## config.mk

```make
export PLATFORM = sky130hd
export DESIGN_NAME = wb_scoreboard
export DESIGN_NICKNAME = d
export VERILOG_FILES = /design/src/rtl/wb_scoreboard.sv
export SDC_FILE = /design/constraint.sdc
export NUM_CORES = 1
export LEC_CHECK = 0
export ABC_CLOCK_PERIOD_IN_PS = 4000
export BUFFER_PORTS_ARGS = -buffer_cell sky130_fd_sc_hd__buf_2
export CORE_MARGIN = 5
export CORE_UTILIZATION = 55
export CTS_CLUSTER_SIZE = 40
export DETAILED_ROUTE_END_ITERATION = 10
export GPL_ROUTABILITY_DRIVEN = 0
export GPL_TIMING_DRIVEN = 0
export MAX_ROUTING_LAYER = met4
export PLACE_DENSITY = 0.92
export SLEW_MARGIN = 20
export SYNTH_ARGS = -nofsm -noshare
export SYNTH_HDL_FRONTEND = slang
export SYNTH_SLANG_ARGS = --single-unit
```

## constraint.sdc

```tcl
create_clock -name clk -period 4 [get_ports clk]
set_input_delay 0.8 -clock clk [delete_from_list [all_inputs] [get_ports clk]]
set_output_delay 0.8 -clock clk [all_outputs]
set_load 0.01 [all_outputs]
```

## src/rtl/wb_scoreboard.sv

```systemverilog
// Register-file write sequencer: tracks in-flight destination registers for the
// issue stage and merges the ALU and LSU writeback streams onto one write port.
module wb_scoreboard #(
    parameter int XLEN      = 32,
    parameter bit LSU_FIRST = 1'b0
) (
    input  logic            clk,
    input  logic            rst_n,
    input  logic            issue_valid,
    input  logic [4:0]      issue_rs1,
    input  logic [4:0]      issue_rs2,
    input  logic [4:0]      issue_rd,
    input  logic            issue_rd_we,
    output logic            issue_ready,
    input  logic            alu_wb_valid,
    input  logic [4:0]      alu_wb_rd,
    input  logic [XLEN-1:0] alu_wb_data,
    input  logic            lsu_wb_valid,
    input  logic [4:0]      lsu_wb_rd,
    input  logic [XLEN-1:0] lsu_wb_data,
    output logic            lsu_wb_ready,
    output logic            rf_we,
    output logic [4:0]      rf_dst,
    output logic [XLEN-1:0] rf_wdata,
    output logic [31:0]     busy_vec,
    output logic            wb_err
);

    logic [31:0]     busy_q, busy_d;
    logic            skid_vld_q, skid_vld_d;
    logic [4:0]      skid_rd_q, skid_rd_d;
    logic [XLEN-1:0] skid_data_q, skid_data_d;
    logic            rf_we_q, rf_we_d;
    logic [4:0]      rf_dst_q, rf_dst_d;
    logic [XLEN-1:0] rf_wdata_q, rf_wdata_d;
    logic            wb_err_q, wb_err_d;

    logic            alu_acc, lsu_acc, issue_fire;
    logic            sel_vld;
    logic [4:0]      sel_rd;
    logic [XLEN-1:0] sel_data;

    function automatic logic hazard(input logic [4:0] r, input logic [31:0] busy);
        return (r != 5'd0) && busy[r];
    endfunction

    assign issue_ready  = !(hazard(issue_rs1, busy_q) || hazard(issue_rs2, busy_q) ||
                            (issue_rd_we && hazard(issue_rd, busy_q)));
    assign issue_fire   = issue_valid && issue_ready;
    assign lsu_wb_ready = !skid_vld_q;
    assign alu_acc      = alu_wb_valid;
    assign lsu_acc      = lsu_wb_valid && !skid_vld_q;

    // Write selection: skid entry first (keeps per-stream order), then the
    // preferred stream; whichever accepted entry loses is parked in the skid.
    always_comb begin
        sel_vld     = 1'b0;
        sel_rd      = '0;
        sel_data    = '0;
        skid_vld_d  = skid_vld_q;
        skid_rd_d   = skid_rd_q;
        skid_data_d = skid_data_q;
        if (skid_vld_q) begin
            sel_vld     = 1'b1;
            sel_rd      = skid_rd_q;
            sel_data    = skid_data_q;
            skid_vld_d  = alu_acc;
            skid_rd_d   = alu_wb_rd;
            skid_data_d = alu_wb_data;
        end else if (alu_acc && lsu_acc) begin
            sel_vld    = 1'b1;
            skid_vld_d = 1'b1;
            if (LSU_FIRST) begin
                sel_rd      = lsu_wb_rd;
                sel_data    = lsu_wb_data;
                skid_rd_d   = alu_wb_rd;
                skid_data_d = alu_wb_data;
            end else begin
                sel_rd      = alu_wb_rd;
                sel_data    = alu_wb_data;
                skid_rd_d   = lsu_wb_rd;
                skid_data_d = lsu_wb_data;
            end
        end else if (alu_acc) begin
            sel_vld  = 1'b1;
            sel_rd   = alu_wb_rd;
            sel_data = alu_wb_data;
        end else if (lsu_acc) begin
            sel_vld  = 1'b1;
            sel_rd   = lsu_wb_rd;
            sel_data = lsu_wb_data;
        end
    end

    always_comb begin
        rf_we_d    = sel_vld && (sel_rd != 5'd0);
        rf_dst_d   = sel_vld ? sel_rd : rf_dst_q;
        rf_wdata_d = sel_vld ? sel_data : rf_wdata_q;
        wb_err_d   = wb_err_q || (sel_vld && (sel_rd != 5'd0) && !busy_q[sel_rd]);
        // Clear one edge after rf_we so the bit drops when the value is readable;
        // the issue set is applied last so it wins a same-edge collision.
        busy_d = busy_q;
        if (rf_we_q) begin
            busy_d[rf_dst_q] = 1'b0;
        end
        if (issue_fire && issue_rd_we && (issue_rd != 5'd0)) begin
            busy_d[issue_rd] = 1'b1;
        end
        busy_d[0] = 1'b0;
    end

    always_ff @(posedge clk or negedge rst_n) begin
        if (!rst_n) begin
            busy_q      <= '0;
            skid_vld_q  <= 1'b0;
            skid_rd_q   <= '0;
            skid_data_q <= '0;
            rf_we_q     <= 1'b0;
            rf_dst_q    <= '0;
            rf_wdata_q  <= '0;
            wb_err_q    <= 1'b0;
        end else begin
            busy_q      <= busy_d;
            skid_vld_q  <= skid_vld_d;
            skid_rd_q   <= skid_rd_d;
            skid_data_q <= skid_data_d;
            rf_we_q     <= rf_we_d;
            rf_dst_q    <= rf_dst_d;
            rf_wdata_q  <= rf_wdata_d;
            wb_err_q    <= wb_err_d;
        end
    end

    assign rf_we    = rf_we_q;
    assign rf_dst   = rf_dst_q;
    assign rf_wdata = rf_wdata_q;
    assign busy_vec = busy_q;
    assign wb_err   = wb_err_q;

endmodule

```

After elaboration in Yosys (flattened, before gate mapping)
Index checks and enable logic that the tools add are counted.
{ "word_totals": {"ff_bits": 108, "inputBits": 95} }
{ "op_classes": {"n_lt_le_gt_ge": 7, "mux": 32, "bitwise_logic": 3, "reduce_logical": 24} }
{ "op_table": {"columns": ["operator", "count"], "rows": [
  ["32-bit 2-to-1 mux", 8],
  ["32-bit AND", 1],
  ["32-bit inverter", 1],
  ["32-bit OR", 1],
  ["5-bit by 6-bit less-than comparator with 1-bit output (second input constant)", 5],
  ["5-bit 2-to-1 mux", 6],
  ["1-bit binary-select mux with 5-bit select", 4],
  ["5-bit nonzero test", 4],
  ["1-bit logical AND", 13],
  ["1-bit 2-to-1 mux", 12],
  ["1-bit demux with 5-bit select", 2],
  ["5-bit by 1-bit greater-or-equal comparator with 1-bit output (second input constant)", 2],
  ["1-bit zero test", 3],
  ["1-bit logical OR", 3],
  ["2-bit nonzero test", 1]
]} }

Longest topological paths before layout
Gate-level depths: netlist (run 1).
{ "depth": {"depth_word": 11, "ltp_mapped": 9, "mapped_depth_nobuf": 6} }

Least setup slack after synthesis (run 1)
Ideal clock, no wire load.
{ "synth_path": {"path_type": "input-to-output", "start": "in issue_rd[0]", "end": "out issue_ready", "t_arrival_ps": 2263, "required_time_ps": 3200, "slack_ps": 937, "path_stages": 7, "cell_sequence": "buf_2 -> buf_2 -> mux2i_1 -> o22ai_1 -> a211o_1 -> nor4_2 -> o211a_1"} }
{ "synth_between": {"elab_chain_len": 6, "elab_cells_between_ends": 7, "cone_classes": "mux (2); reduce/logical (5)"} }
{ "synth_rtl": {"columns": ["element", "line_no", "rtl"], "rows": [
  ["start, declared", "12", "input logic [4:0] issue_rd,"],
  ["1-bit binary-select mux with 5-bit select", "44", "return (r != 5'd0) && busy[r];"],
  ["1-bit 2-to-1 mux (implied by the code)", "44", null],
  ["1-bit logical AND *", "44", null],
  ["1-bit logical AND *", "48", "(issue_rd_we && hazard(issue_rd, busy_q)));"],
  ["1-bit logical OR *", "47", "assign issue_ready = !(hazard(issue_rs1, busy_q) || hazard(issue_rs2, busy_q) ||"],
  ["1-bit zero test *", "47", null],
  ["end, declared", "14", "output logic issue_ready,"]
]} }
Every way passes the cells marked *; elsewhere a longest branch is shown, timed or not. The select of a mux whose other input is x is not followed.

Final worst setup path (run 1)
Same ends and word-level chain as after synthesis.

==> run summary, run 1 <==
========================================================================================================
Setup Total Neg Slack                                                                               0 ps
Die Y-Extent                                                                                      120 µm
Kind of end point of the critical path                                                       output port
Register-to-Register Path Depth                                                                        7
Total Routing Usage GR                                                                             30.9%
Maximum number of pins on one net before global-route repair                                          77
Total DRC errors in the routed layout                                                                  0
Post-cts gate resize count                                                                             0
Horizontal die dimension                                                                          120 µm
Synthesis-stage register bit count                                                                   108
Initial antenna violation count                                                                        2
Clock buffers created by TritonCTS                                                                     9
Total Die Area                                                                                14,400 µm²
Shortest period the worst path allows                                                            3520 ps
Synthesized instance count                                                                           706
Top FF cell, synth                                                                               dfrtp_1
Area Overhead vs Synth                                                                             19.5%
Slack of the critical path                                                                        482 ps
Number of warnings printed during yosys synthesis                                                      0
Fraction of layout instances using a drive strength above 1                                        28.5%
Largest voltage drop on the vdd net                                                               220 µV
Endpoint of the worst-slack reg-to-reg timing path                                          wb_err$_DFF_PN0_
Critical path data required time                                                                 3200 ps
Number of nets with antenna violations after detailed routing                                          0
Setup repair after global routing missed its margin                                                   no
Overflow after GRT                                                                                     0
Launching element type of the critical path                                                   input port
Family with the most delay on the worst path                                                compound AO/OA/AOI/OAI gates
Static leakage                                                                                   3.61 nW
Via count of the first global-routing pass                                                         6,724
Critical Path Slowest Stage Cell                                                                 mux2i_1
Leading cell types in the layout, fill and taps excluded                                    168 x buf_2, 108 x dfrtp_1, 103 x o21ai_0
Total power density per cell area                                                             518 nW/µm²
CTS tree                                                                                            done
Starting DRT DRC Count                                                                               899
Half-perimeter wire length of the detailed placement result                                    15,700 µm
Clock buffer depth                                                                                     2
Mean instance size in the synthesized netlist                                                   9.40 µm²
Via count                                                                                          6,797
Buffers plus inverters on the worst setup path                                                         3
Run status                                                                                  complete, no violations
Detail-routed net length per standard cell                                                       21.3 µm
Worst Path Max Fanout                                                                                 10
Number of H-tree branching levels                                                                      3
Post-synthesis async set-or-reset flop share                                                        100%
Leading cell type in the layout, fill and taps excluded                                            buf_2
Max Clock Skew                                                                                   11.5 ps
Total Wirelength                                                                               21,900 µm
Max-slew headroom                                                                                  50.7%
Final design utilization                                                                           66.6%
Hold-fix buffers, CTS                                                                                  0
Clock root cell                                                                                clkbuf_16
Crit path kind                                                                                    in2out
Final hold violation count                                                                             0
Netlist Area Pre-Place                                                                          6630 µm²
Count of input and output buffers                                                                    157
Effective utilization at floorplan                                                                 55.7%
Highest attainable clock frequency                                                               284 MHz
Post-CTS clock slew at the launch and capture registers of the worst setup and hold paths          80 ps
Router iterations before antenna repair                                                                5
Number of pins with negative max-slew slack in the final report                                        0
Class of the most critical hold timing path                                                     in2async
Final setup viols                                                                                      0
Placeable core region                                                                         11,900 µm²
Total Nets Final                                                                                     970
Final critical-path share of the clock period                                                      87.9%
Clock latency on the worst-skew pair                                                              350 ps
Number of buffers inserted by post-CTS setup repair                                                    0
Synthesized netlist net count                                                                        801
Crit-path max cell delay                                                                          340 ps
Min Hold Slack                                                                                    335 ps
Number of enable-type register cells in the synthesized netlist                                        0
Data arrival time of the critical path                                                           2720 ps
Global-route wire length before repair                                                         34,500 µm
Startpoint of the most critical register-to-register path                                   skid_vld_q$_DFF_PN0_
Sum of internal, switching and leakage power                                                     4.11 mW
CTS sink count                                                                                       108
Ports                                                                                                168
CP most frequent cell                                                                              buf_2
Register area share after synthesis                                                                40.7%
Worst path cell trace                                                                       buf_2 -> buf_2 -> mux2i_1 -> o22ai_1 -> a211o_1 -> nor4_2 -> o211a_1 -> buf_2
# rows                                                                                                40
Worst-case setup slack after placement                                                            539 ps
Number of distinct standard cells referenced by the synthesized netlist                               61
Least-Margin Pin Slew                                                                             739 ps
Number of maximum-capacitance violations                                                               0
Detailed-route vias per instance                                                                    6.61
FF-to-FF setup slack                                                                             1510 ps
========================================================================================================
-- cells by family (layout without fill, tap and decap cells) --
| kind of cell | Yosys count | after routing | synth area share (%) |
|---|---|---|---|
| AO/OA/AOI/OAI | 242 | 242 | 24.2 |
| buffers and inverters | 66 | 240 | 4.53 |
| flip-flops | 108 | 108 | 40.7 |
| multiplexers | 81 | 81 | 15.0 |
| other | 1 | 3 | 0.0565 |
| AND/OR/NAND/NOR | 208 | 208 | 15.5 |
-- power breakdown --
group	switching, mW	total, mW	internal, mW	leakage, nW
Combinational	0.783	1.46	0.673	2.17
Sequential	0.427	1.77	1.35	1.30
Clock	0.426	0.875	0.448	0.134
-- worst reg2reg max path, stage by stage (launching register included) --
cell       delay [ps]
dfrtp_1           380
buf_2             180
a21o_1            180
o21ai_1           490
nor3_1             80
a2111oi_0         410
nor3_1             90
or4_1             540
-- metrics by stage --
step / area (µm²) / cells
after floorplan: 6630 / 706
after global placement: 7600 / 1010
after detailed placement: 7640 / 1011
after CTS: 7920 / 1027
after global routing: 7930 / 1029
final: 7930 / 1029
-- final cells by class --
class | instances | area, µm²
inverters | 5 | 18.8
well taps | 147 | 184
clock inverters | 5 | 43.8
clock buffers | 11 | 243
diodes | 2 | 5.00
flip-flops and latches | 108 | 2700
multi-input cells | 532 | 3630
plain buffers | 61 | 282
fillers | 902 | 3980
repair buffers | 158 | 820
-- sequential cells by signal, summed over array words and instances (netlist names) --
name         flops
skid_rd_q        5
rf_we            1
skid_vld_q       1
skid_data_q     32
busy_vec        31
rf_dst           5
rf_wdata        32
wb_err           1
-- worst max path at each step --
stage	slack, ps	to	depth (start not counted)	from
2_1_floorplan	940	issue_ready	7	issue_rd[0]
3_3_place_gp	530	issue_ready	8	issue_rd[0]
3_5_place_dp	540	issue_ready	8	issue_rd[0]
4_1_cts	520	issue_ready	8	issue_rd[0]
5_1_grt	400	issue_ready	8	issue_rd[1]
6_report	480	issue_ready	8	issue_rd[0]
-- synthesized netlist by cell type (2+ instances only) --
master | n | share of area, %
buf_6 | 3 | 0.51
and3_1 | 7 | 0.66
buf_2 | 12 | 0.91
and2_1 | 2 | 0.19
o22ai_1 | 29 | 2.7
dfrtp_1 | 108 | 41
mux2_1 | 5 | 0.85
nand4_1 | 4 | 0.38
a31oi_1 | 3 | 0.28
a21o_1 | 2 | 0.23
inv_1 | 5 | 0.28
a21oi_1 | 43 | 3.2
mux4_2 | 14 | 4.8
buf_1 | 7 | 0.40
or3b_2 | 5 | 0.66
nor3_1 | 8 | 0.60
nor2_1 | 33 | 1.9
nand2_1 | 95 | 5.4
nand3b_1 | 14 | 1.6
o31ai_1 | 2 | 0.23
nand3_1 | 9 | 0.68
o31ai_2 | 30 | 5.7
a22o_1 | 2 | 0.26
nand2b_1 | 6 | 0.57
nor2b_1 | 3 | 0.28
and3b_1 | 3 | 0.40
or3_1 | 3 | 0.28
a32oi_1 | 3 | 0.40
clkbuf_1 | 35 | 2.0
nor3b_1 | 3 | 0.34
a22oi_1 | 9 | 1.0
buf_4 | 4 | 0.45
o21ai_0 | 103 | 7.8
o21ai_1 | 3 | 0.23
or2_2 | 3 | 0.28
mux2i_1 | 61 | 9.2
-- routing by layer --
layer  wire [µm]  up-vias  share of wire (%)  track usage [%]
met1        7920     3204                 36             38.4
met2       10200      531                 47             47.3
met5           0        -                  0                -
li1            -     2952                  -                -
met4        1180        0                5.4             17.5
met3        2600      110                 12             6.50
Power figures use the tool's default switching activity.
==> run 2, diff against run 1 <==
PLACE_DENSITY = 0.82   (was 0.92)
==> run 2 against run 1 <==
  * Sequential power about the same
  * Register-to-register slack got worse by 60 ps
  * Total power shrank 1.8%
  * Highest routed layer unchanged
  * First-iteration DRC count is 27% lower
  * Core utilization shrank 0.22 points
  * Global-route usage decreased by 0.74 points
==> run summary, run 2 (synthesis results as in run 1) <==
========================================================================================================
Run status                                                                                  complete, no violations
Total Wirelength                                                                               21,200 µm
Leading cell type in the layout, fill and taps excluded                                            buf_2
Half-perimeter wire length of the detailed placement result                                    15,500 µm
Setup Total Neg Slack                                                                               0 ps
Launching element type of the critical path                                                   input port
Buffers plus inverters on the worst setup path                                                         3
Count of input and output buffers                                                                    157
Setup repair after global routing missed its margin                                                   no
Sum of internal, switching and leakage power                                                     4.03 mW
Data arrival time of the critical path                                                           2750 ps
Placeable core region                                                                         11,900 µm²
Multi-input logic area                                                                          3630 µm²
Horizontal die dimension                                                                          120 µm
Least-Margin Pin Slew                                                                             750 ps
Router iterations before antenna repair                                                                6
Die Y-Extent                                                                                      120 µm
Maximum number of pins on one net before global-route repair                                          81
Starting DRT DRC Count                                                                               658
Area Overhead vs Synth                                                                             19.1%
Post-CTS clock slew at the launch and capture registers of the worst setup and hold paths          70 ps
Final critical-path share of the clock period                                                      88.7%
Clock buffer depth                                                                                     2
Initial antenna violation count                                                                        0
Leading cell types in the layout, fill and taps excluded                                    168 x buf_2, 108 x dfrtp_1, 103 x o21ai_0
Critical Path Slowest Stage Cell                                                                clkbuf_1
Reg area                                                                                        2700 µm²
Static leakage                                                                                   3.60 nW
Global-route wire length before repair                                                         33,700 µm
Worst path cell trace                                                                       clkbuf_1 -> nand2b_1 -> clkbuf_1 -> o22ai_1 -> nor4b_1 -> nor4_2 -> o211a_1 -> buf_2
Detailed-route vias per instance                                                                    6.42
Family with the most delay on the worst path                                                buffers and inverters
Final setup viols                                                                                      0
Number of pins with negative max-slew slack in the final report                                        0
Kind of end point of the critical path                                                       output port
Highest attainable clock frequency                                                               282 MHz
CP most frequent cell                                                                           clkbuf_1
CTS sink count                                                                                       108
Total Die Area                                                                                14,400 µm²
Shortest period the worst path allows                                                            3550 ps
Final hold violation count                                                                             0
Total Routing Usage GR                                                                             30.2%
Hold-fix buffers, CTS                                                                                  0
Max-slew headroom                                                                                  50.0%
Largest voltage drop on the vdd net                                                               224 µV
Number of maximum-capacitance violations                                                               0
Clock latency on the worst-skew pair                                                              350 ps
Class of the most critical hold timing path                                                     in2async
Total Nets Final                                                                                     970
Fraction of layout instances using a drive strength above 1                                        28.3%
Clock buffers created by TritonCTS                                                                     9
Ports                                                                                                168
Number of nets with antenna violations after detailed routing                                          0
Max Clock Skew                                                                                   7.52 ps
Critical path data required time                                                                 3200 ps
Clock root cell                                                                                clkbuf_16
Number of fill cells in the layout                                                                   986
Via count of the first global-routing pass                                                         6,504
Via count                                                                                          6,602
# rows                                                                                                40
Crit-path max cell delay                                                                          580 ps
Total DRC errors in the routed layout                                                                  0
Total power density per cell area                                                             510 nW/µm²
Number of H-tree branching levels                                                                      3
Crit path kind                                                                                    in2out
Post-cts gate resize count                                                                             0
Worst Path Max Fanout                                                                                  9
Effective utilization at floorplan                                                                 55.7%
Number of buffers inserted by post-CTS setup repair                                                    0
Overflow after GRT                                                                                     0
Detail-routed net length per standard cell                                                       20.6 µm
CTS tree                                                                                            done
========================================================================================================
## run 2: per-layer routing
layer | global-route usage (%) | wire (µm) | part of all wire (%)
met4 | 10.4 | 620 | 2.9
met5 | - | 0 | 0
met1 | 38.3 | 8310 | 39
met2 | 48.8 | 10000 | 47
met3 | 6.17 | 2210 | 10
## run 2: cell type report
class                           count  share of cell area (%)
Antenna cell                        1                  0.0317
Buffer                             61                    3.56
Clock buffer                       12                    2.99
Clock inverter                      4                   0.332
Inverter                            5                   0.237
Multi-Input combinational cell    532                    45.9
Sequential cell                   108                    34.2
Tap cell                          147                    2.33
Timing Repair Buffer              158                    10.4
## run 2: path summary, 6_finish.rpt
path	start	to	slack, ps	cells after the start
setup / recovery	issue_rd[1]	issue_ready	450	8
hold / removal	rst_n	rf_wdata[20]$_DFFE_PN0P_	310	1
setup reg to reg	skid_vld_q$_DFF_PN0_	wb_err$_DFF_PN0_	1450	7
max in group asynchronous	rst_n	busy_vec[29]$_DFF_PN0_	3020	2
hold reg to reg	rf_wdata[14]$_DFFE_PN0P_	rf_wdata[14]$_DFFE_PN0P_	500	2
min in group clk	rf_wdata[14]$_DFFE_PN0P_	rf_wdata[14]$_DFFE_PN0P_	500	2
## run 2: through the flow
step                      area (µm²)  hold WS [ps]  util, %  worst slack (ps)  instances
after floorplan                 6630           453        -               937        706
after global placement          7600           462     63.8               507       1010
after detailed placement        7640           482     64.1               494       1011
after CTS                       7900           316     66.3               489       1027
after global routing            7900           319     66.3               306       1027
final                           7900           308     66.3               453       1028
## run 2: power by group
part           leakage [nW]  switching (mW)  internal [mW]
sequential             1.30           0.416           1.35
combinational          2.17           0.765          0.673
clock                 0.127           0.407          0.423
==> run 3, diff against run 2 <==
BUFFER_PORTS_ARGS = default   (was -buffer_cell sky130_fd_sc_hd__buf_2)
DONT_BUFFER_PORTS = 1   (was default)
PLACE_DENSITY = 0.7   (was 0.82)
==> run 3 against run 2 <==
  * Critical path depth is 1 lower
  * Sequential share of layout area is 3.8 points higher
  * Register-to-register slack worse by 20 ps
  * Die area stayed put
  * Critical path type unchanged
==> run summary, run 3 (synthesis results as in run 1) <==
========================================================================================================
Setup Total Neg Slack                                                                               0 ps
Clock buffers created by TritonCTS                                                                     9
Max-slew headroom                                                                                  41.7%
Clock buffer depth                                                                                     2
Number of nets with antenna violations after detailed routing                                          0
Launching element type of the critical path                                                   input port
Worst Path Max Fanout                                                                                  9
Worst path cell trace                                                                       clkbuf_1 -> nand2b_1 -> clkbuf_1 -> o22ai_1 -> nor4b_1 -> nor4_2 -> o211a_1
Router iterations before antenna repair                                                                5
Post-CTS clock slew at the launch and capture registers of the worst setup and hold paths          70 ps
Half-perimeter wire length of the detailed placement result                                    15,700 µm
Area Overhead vs Synth                                                                             7.13%
Count of input and output buffers                                                                      0
Final setup viols                                                                                      0
Starting DRT DRC Count                                                                               741
Total power density per cell area                                                             541 nW/µm²
Clock root cell                                                                                clkbuf_16
Data arrival time of the critical path                                                           2760 ps
Static leakage                                                                                   2.97 nW
Total Routing Usage GR                                                                             31.6%
Effective utilization at floorplan                                                                 55.7%
Total Nets Final                                                                                     812
Total Die Area                                                                                14,400 µm²
Crit path kind                                                                                    in2out
Class of the most critical hold timing path                                                     in2async
Critical Path Slowest Stage Cell                                                                clkbuf_1
Leading cell types in the layout, fill and taps excluded                                    108 x dfrtp_1, 103 x o21ai_0, 95 x nand2_1
Leading cell type in the layout, fill and taps excluded                                          dfrtp_1
Global-route wire length before repair                                                         34,700 µm
Max Clock Skew                                                                                   9.35 ps
Setup repair after global routing missed its margin                                                   no
Horizontal die dimension                                                                          120 µm
CTS tree                                                                                            done
Number of antenna repair diodes                                                                        0
Die Y-Extent                                                                                      120 µm
Crit-path max cell delay                                                                          660 ps
Design Area, Final                                                                              7110 µm²
Kind of end point of the critical path                                                       output port
Via count of the first global-routing pass                                                         6,215
# rows                                                                                                40
Run status                                                                                  complete, no violations
Shortest period the worst path allows                                                            3560 ps
Detailed-route vias per instance                                                                    7.03
Cell area after placement                                                                       6820 µm²
Hold-fix buffers, CTS                                                                                  0
Largest voltage drop on the vdd net                                                               288 µV
Critical path data required time                                                                 3200 ps
Final critical-path share of the clock period                                                      88.9%
Clock latency on the worst-skew pair                                                              360 ps
Least-Margin Pin Slew                                                                             875 ps
Via count                                                                                          6,105
Overflow after GRT                                                                                     0
Initial antenna violation count                                                                        0
Fraction of layout instances using a drive strength above 1                                        12.8%
Final hold violation count                                                                             0
Detail-routed net length per standard cell                                                       25.4 µm
Number of maximum-capacitance violations                                                               0
CTS sink count                                                                                       108
Number of pins with negative max-slew slack in the final report                                        0
Post-cts gate resize count                                                                             0
Total DRC errors in the routed layout                                                                  0
CP most frequent cell                                                                           clkbuf_1
Ports                                                                                                168
Highest attainable clock frequency                                                               281 MHz
Maximum number of pins on one net before global-route repair                                         109
Number of buffers inserted by post-CTS setup repair                                                    0
Total Wirelength                                                                               22,100 µm
Placeable core region                                                                         11,900 µm²
Number of H-tree branching levels                                                                      3
========================================================================================================
run 3: final cells by class:
class,count,area [µm²]
Fill cell,1061,4800
Multi-Input combinational cell,532,3630
Sequential cell,108,2700
Clock buffer,14,284
Buffer,61,282
Tap cell,147,184
Inverter,5,18.8
Clock inverter,1,5.00
run 3: metal layers:
| metal | part of all wire (%) | vias to the layer above | global-route usage, % |
|---|---|---|---|
| met1 | 37 | 3009 | 38.2 |
| met2 | 48 | 405 | 50.7 |
| met5 | 0 | - | - |
| met3 | 11 | 64 | 8.95 |
| li1 | - | 2627 | - |
| met4 | 3.4 | 0 | 12.2 |
run 3: worst paths after layout:
path | startpoint | end | slack, ps | depth (start not counted)
worst max-delay path | issue_rd[1] | issue_ready | 440 | 7
worst min-delay path | rst_n | rf_wdata[17]$_DFFE_PN0P_ | 140 | 0
worst max register to register | skid_vld_q$_DFF_PN0_ | wb_err$_DFF_PN0_ | 1430 | 7
worst min register to register | skid_data_q[13]$_DFFE_PN0P_ | rf_wdata[13]$_DFFE_PN0P_ | 490 | 2
max in group asynchronous | rst_n | rf_dst[2]$_DFFE_PN0P_ | 3730 | 0
min in group clk | skid_data_q[13]$_DFFE_PN0P_ | rf_wdata[13]$_DFFE_PN0P_ | 490 | 2
run 3: critical path, delay by kind of cell:
family	cells	cell delay, ps
AOI/OAI and AO/OA	2	500
and+or+nand+nor	3	590
buffers and inverters	2	860
run 3: power by group:
part | switching, mW | internal [mW]
sequential | 0.562 | 1.35
clock | 0.397 | 0.487
combinational | 0.553 | 0.503
run 3: per-stage QoR:
| stage | hold slack, ps | power [mW] | instances | setup slack [ps] | utilization (%) |
|---|---|---|---|---|---|
| 2_1_floorplan | 453 | 2.53 | 706 | 937 | - |
| 3_3_place_gp | 464 | 2.88 | 853 | 571 | 57.2 |
| 3_5_place_dp | 482 | 2.94 | 853 | 518 | 57.2 |
| 4_1_cts | 130 | 3.82 | 868 | 519 | 59.7 |
| 5_1_grt | 127 | 4.01 | 868 | 365 | 59.7 |
| 6_report | 135 | 3.85 | 868 | 444 | 59.7 |
